**config.mk**
```make
export PLATFORM = sky130hd
export DESIGN_NAME = network_tx_queued
export DESIGN_NICKNAME = d
export VERILOG_FILES = /design/src/rtl/network_tx_queued.sv
export SDC_FILE = /design/constraint.sdc
export NUM_CORES = 1
export LEC_CHECK = 0
export ABC_AREA = 1
export BUFFER_PORTS_ARGS = -buffer_cell sky130_fd_sc_hd__buf_2
export CAP_MARGIN = 30
export CORE_MARGIN = 1.5
export CORE_UTILIZATION = 35
export DETAILED_ROUTE_END_ITERATION = 16
export SLEW_MARGIN = 40
export SYNTH_ARGS = -nofsm -noshare
export SYNTH_HDL_FRONTEND = slang
export SYNTH_SLANG_ARGS = --single-unit
```
**constraint.sdc**
```tcl
create_clock -name clk_i -period 7.15 [get_ports clk_i]
set_input_delay 0.3575 -clock clk_i [delete_from_list [all_inputs] [get_ports clk_i]]
set_output_delay 0.3575 -clock clk_i [all_outputs]
set_load 0.01 [all_outputs]
```
**src/rtl/network_tx_queued.sv**
```systemverilog
// Tile network transmitter: credit-limited request queue
// plus returned-response demux to per-channel writeback.
module network_tx_queued #(
  parameter int packet_width_p = 128,
  parameter int data_width_p = 32,
  parameter int reg_id_width_p = 5,
  parameter int req_fifo_els_p = 4,
  parameter int max_out_credits_p = 32,
  parameter int num_resp_ch_p = 3,
  localparam int credit_width_lp =
    $clog2(max_out_credits_p+1),
  localparam int resp_type_width_lp =
    (num_resp_ch_p > 1) ? $clog2(num_resp_ch_p) : 1
) (
  input  logic clk_i,
  input  logic reset_i,
  input  logic [packet_width_p-1:0] req_packet_i,
  input  logic req_v_i,
  input  logic req_invalid_i,
  output logic req_credit_o,
  output logic [packet_width_p-1:0] out_packet_o,
  output logic out_v_o,
  input  logic out_ready_i,
  input  logic out_credit_return_i,
  output logic [credit_width_lp-1:0] out_credits_o,
  output logic out_idle_o,
  output logic invalid_eva_access_o,
  output logic invalid_eva_sticky_o,
  input  logic returned_v_i,
  input  logic [data_width_p-1:0] returned_data_i,
  input  logic [reg_id_width_p-1:0] returned_reg_id_i,
  input  logic [resp_type_width_lp-1:0] returned_type_i,
  input  logic returned_fifo_full_i,
  output logic returned_yumi_o,
  output logic [num_resp_ch_p-1:0] resp_v_o,
  output logic [num_resp_ch_p-1:0] resp_force_o,
  output logic [data_width_p-1:0] resp_data_o,
  output logic [reg_id_width_p-1:0] resp_rd_o,
  input  logic [num_resp_ch_p-1:0] resp_yumi_i
);

  localparam int ptr_w_lp =
    (req_fifo_els_p > 1) ? $clog2(req_fifo_els_p) : 1;
  localparam int cnt_w_lp = $clog2(req_fifo_els_p+1);
  localparam int entry_w_lp = packet_width_p + 1;

  localparam logic [ptr_w_lp-1:0] last_ptr_lp =
    ptr_w_lp'(req_fifo_els_p-1);
  localparam logic [cnt_w_lp-1:0] els_lp =
    cnt_w_lp'(req_fifo_els_p);
  localparam logic [credit_width_lp-1:0] max_cred_lp =
    credit_width_lp'(max_out_credits_p);

  logic [entry_w_lp-1:0] mem_q [req_fifo_els_p];
  logic [ptr_w_lp-1:0] wptr_q, wptr_d;
  logic [ptr_w_lp-1:0] rptr_q, rptr_d;
  logic [cnt_w_lp-1:0] cnt_q, cnt_d;
  logic [credit_width_lp-1:0] cred_q, cred_d;
  logic req_credit_q, req_credit_d;
  logic sticky_q, sticky_d;

  logic head_v, head_inv, full, enq, deq, send;
  logic [entry_w_lp-1:0] head_entry;

  assign head_entry = mem_q[rptr_q];
  assign head_v = (cnt_q != '0);
  assign head_inv = head_entry[packet_width_p];
  assign full = (cnt_q == els_lp);

  // Head qualification, send/drop and enqueue decisions
  always_comb begin
    out_v_o = head_v & ~head_inv & (cred_q != '0);
    send = out_v_o & out_ready_i;
    deq = send | (head_v & head_inv);
    enq = req_v_i & (~full | deq);
    invalid_eva_access_o = head_v & head_inv;
    out_packet_o = head_entry[packet_width_p-1:0];
  end

  // Next-state for pointers, occupancy, credits and flags
  always_comb begin
    wptr_d = wptr_q;
    rptr_d = rptr_q;
    cnt_d = cnt_q;
    cred_d = cred_q;
    if (enq)
      wptr_d = (wptr_q == last_ptr_lp) ? '0 : wptr_q + 1'b1;
    if (deq)
      rptr_d = (rptr_q == last_ptr_lp) ? '0 : rptr_q + 1'b1;
    if (enq && !deq)
      cnt_d = cnt_q + 1'b1;
    else if (!enq && deq)
      cnt_d = cnt_q - 1'b1;
    if (send && !out_credit_return_i)
      cred_d = cred_q - 1'b1;
    else if (!send && out_credit_return_i
             && cred_q != max_cred_lp)
      cred_d = cred_q + 1'b1;
    req_credit_d = deq;
    sticky_d = sticky_q | invalid_eva_access_o;
  end

  // State registers with synchronous reset
  always_ff @(posedge clk_i) begin
    if (reset_i) begin
      wptr_q <= '0;
      rptr_q <= '0;
      cnt_q <= '0;
      cred_q <= max_cred_lp;
      req_credit_q <= 1'b0;
      sticky_q <= 1'b0;
    end else begin
      wptr_q <= wptr_d;
      rptr_q <= rptr_d;
      cnt_q <= cnt_d;
      cred_q <= cred_d;
      req_credit_q <= req_credit_d;
      sticky_q <= sticky_d;
    end
  end

  // Queue storage; contents are don't-care while empty
  always_ff @(posedge clk_i) begin
    if (enq && !reset_i)
      mem_q[wptr_q] <= {req_invalid_i, req_packet_i};
  end

  assign req_credit_o = req_credit_q;
  assign out_credits_o = cred_q;
  assign invalid_eva_sticky_o = sticky_q;
  assign out_idle_o = (cnt_q == '0) & (cred_q == max_cred_lp);

  // Response demux; ifetch channel never back-pressures
  always_comb begin
    resp_v_o = '0;
    resp_force_o = '0;
    returned_yumi_o = returned_v_i;
    resp_data_o = returned_data_i;
    resp_rd_o = returned_reg_id_i;
    for (int i = 0; i < num_resp_ch_p; i++) begin
      if (returned_type_i == resp_type_width_lp'(i)) begin
        resp_v_o[i] = returned_v_i;
        if (i != 0) begin
          resp_force_o[i] = returned_fifo_full_i;
          returned_yumi_o =
            resp_yumi_i[i] | returned_fifo_full_i;
        end
      end
    end
  end

  // Protocol checks
  always @(posedge clk_i) begin
    if (!reset_i) begin
      a_enq_full: assert (!(req_v_i && full && !deq));
      a_cred_ovf: assert (!(out_credit_return_i && !send
                            && cred_q == max_cred_lp));
      a_bad_type: assert (!(returned_v_i &&
        int'(returned_type_i) >= num_resp_ch_p));
      a_full_yumi: assert (!(returned_fifo_full_i
                             && !returned_yumi_o));
    end
  end

endmodule

```
==> results.sh <==
export IMPL_ir_worst_vdd_v=0.000231
export IMPL_ys_types=30
export IMPL_outcome="finished clean"
export IMPL_tightest_slew_ns=0.872
export IMPL_cts_resized=0
export IMPL_nFillCells=5177
export IMPL_yosysTopAreaCell="edfxtp_1"
export IMPL_worstSkewPairLatency_ns=0.59
export IMPL_wl_um=47500
export IMPL_r2r_setup_slack_ns=3.67
export IMPL_hold_viol=0
export IMPL_drive_gt1_frac=0.215
export IMPL_grt_pass1_vias=13000
export IMPL_cts_buffer_depth=3
export IMPL_pin_count=361
export IMPL_synth_area_um2=20300
export IMPL_cts_tree="built"
export IMPL_crit_path_start_kind="flip-flop"
export IMPL_worstSetupPathType="flip-flop to output pin"
export IMPL_critPathSlowestCell="buf_4"
export IMPL_required_ns=6.79
export IMPL_drc_errors=0
export IMPL_hold_path_class="primary input to flip-flop"
export IMPL_max_freq_mhz=286
export IMPL_tns_ns=0
export IMPL_p_leak_uw=0.00892
export IMPL_ys_ff_latch=533
export IMPL_yosys_warnings=0
export IMPL_drt_antenna_violating_nets=0
export IMPL_place_ws_ns=3.53
export IMPL_grt_overflow=0
export IMPL_grt_max_degree=172
export IMPL_post_dp_hpwl_um=25600
export IMPL_die_height_um=244
export IMPL_core_area_um2=57500
export IMPL_vias=12900
export IMPL_drv_cap=0
export IMPL_whs_ns=0.0910
export IMPL_grt_usage=0.157
export IMPL_cts_sinks=533
export IMPL_slew_viol_final=0
export IMPL_rsz0062_at_grt="no"
export IMPL_path_clk_slew_ns=0.06
export IMPL_syn_area_per_cell_um2=14.1
export IMPL_place_gp_congestion=0.740
export IMPL_num_rows=88
export IMPL_p_per_area_nw_per_um2=345
export IMPL_min_period_ns=3.50
export IMPL_synth_top_area_frac=0.765
export IMPL_fin_crit_sh=0.489
export IMPL_synth_net_count=1627
export IMPL_htree_levels=2
export IMPL_crit_fanout=72
export IMPL_crit_chain="inv_4 -> buf_6 -> buf_4 -> o21ai_0 -> o22ai_1 -> buf_2"
export IMPL_worstReg2RegEnd="mem_q[1][19]"
export IMPL_routedWlPerCell_um=18.2
export IMPL_placed_cells=2383
export IMPL_syn_inst=1437
export IMPL_endpoint="out_packet_o[107]"
export IMPL_area_growth_pct=25.1
export IMPL_grt_pass1_wl_um=73000
export IMPL_final_setup_skew_ns=0.0139
export IMPL_slowest_delay_ns=0.69
export IMPL_arrival_ns=3.14
export IMPL_final_core_util=0.441
export IMPL_vias_per_cell=4.94
export IMPL_die_area_um2=59300
export IMPL_critPathCaptureType="output pin"
export IMPL_cts_made_buffers=55
export IMPL_hp_start="req_v_i"
export IMPL_yosysSeqAreaShare=0.782
export IMPL_die_w_um=244
export IMPL_nets=1995
export IMPL_first_pass_iters=5
export IMPL_reg2regPathDepth=10
export IMPL_final_cells=2610
export IMPL_max_slew_margin=0.418
export IMPL_setup_viol=0
export IMPL_root_buffer="clkbuf_16"
export IMPL_initial_core_util=0.353
export IMPL_mostFrequentLayoutCells="edfxtp_1 (516), buf_2 (284), nor2_1 (279), o21ai_0 (265), dlygate4sd3_1 (130)"
export IMPL_final_common_cell="edfxtp_1"
export IMPL_port_buffers=284
export IMPL_cts_setup_buffers=0
export IMPL_drtIter0Drc=815
export IMPL_antenna_found_initial=2
export IMPL_ys_top_cells_by_area="edfxtp_1 (76%), o21ai_0 (6.5%), nor2_1 (5.2%), o22ai_1 (4.0%), dfxtp_1 (1.7%)"
export IMPL_fin_ws_ns=3.65
==> cells in the mapped netlist <==
cell type	number
nand3_1	10
nand4_1	1
dfxtp_1	17
o21ai_0	265
conb_1	1
nand3b_1	1
nor2_1	283
inv_2	3
o211ai_1	1
nand3_2	1
xor2_1	2
xnor2_1	2
buf_2	4
nand2_2	1
inv_1	24
o21ai_1	6
clkbuf_1	73
nor4_1	1
edfxtp_1	516
fa_1	2
nand4_2	1
a21oi_1	11
nor3_1	3
o21a_1	1
nand2_1	21
buf_4	43
o22ai_1	128
buf_1	4
ha_1	10
o31ai_1	1
==> report_power, final <==
part | switching, µW | internal (µW) | leakage, µW
registers | 95.5 | 3620 | 0.00483
clock network | 1150 | 1680 | 0.000879
logic | 1470 | 749 | 0.00321
total | 2710 | 6040 | 0.00892
==> kinds of logic after synthesis <==
group / after synthesis / share of synthesized area
simple gates: 323 / 0.0619
flops: 533 / 0.782
xor+xnor: 4 / 0.00173
compound gates: 413 / 0.110
other cells: 1 / 0.000185
buf+inv: 151 / 0.0362
fa+ha+maj: 12 / 0.00815
==> worst max-delay path, delay by kind of cell, from the launching register on <==
kind | cells | cell delay [ns]
buffers and inverters | 4 | 1.52
DFF | 1 | 0.54
AOI/OAI and AO/OA | 2 | 0.46
==> flip-flops by register name, indices dropped and copies added (netlist names), named ones only <==
signal                count
cnt_q                     3
req_credit_o              1
wptr_q                    2
out_credits_o             6
rptr_q                    2
invalid_eva_sticky_o      1
mem_q                   516
==> through the flow <==
stage / area (µm²) / power (µW)
floorplan: 20300 / 5100
global placement: 22200 / 5910
detailed placement: 22300 / 5960
CTS: 25300 / 8870
global route: 25300 / 9200
finish: 25300 / 8750
==> routing by layer <==
layer | part of all wire | wire [µm] | track usage
met5 | 0.00027 | 13 | 0
met4 | 0.029 | 1370 | 0.0576
met3 | 0.066 | 3150 | 0.0424
met2 | 0.49 | 23200 | 0.265
met1 | 0.42 | 19700 | 0.193
==> worst min-delay path by stage <==
stage / to / slack (ns) / cells after the start
2_1_floorplan: cnt_q[0] / 0.43 / 1
3_3_place_gp: invalid_eva_sticky_o / 0.45 / 1
3_5_place_dp: invalid_eva_sticky_o / 0.46 / 1
4_1_cts: wptr_q[0] / 0.05 / 4
5_1_grt: wptr_q[0] / 0.1 / 4
6_report: wptr_q[0] / 0.09 / 4
==> cell type report <==
class,count,area [µm²],share of cell area
Clock inverter,30,294,0.0116
Timing Repair Buffer,435,2920,0.115
Tap cell,765,957,0.0378
Multi-Input combinational cell,753,3720,0.147
Inverter,27,116,0.00459
Sequential cell,533,15800,0.625
Clock buffer,66,1480,0.0584
Antenna cell,1,2.50,0.0000988
==> repair_timing <==
action | CTS | global route
endpoints found under the hold margin | 520 | 0
hold buffers | 130 | 0
setup endpoints to repair | 0 | 0
Note: power is estimated with default switching activity, not from simulation.
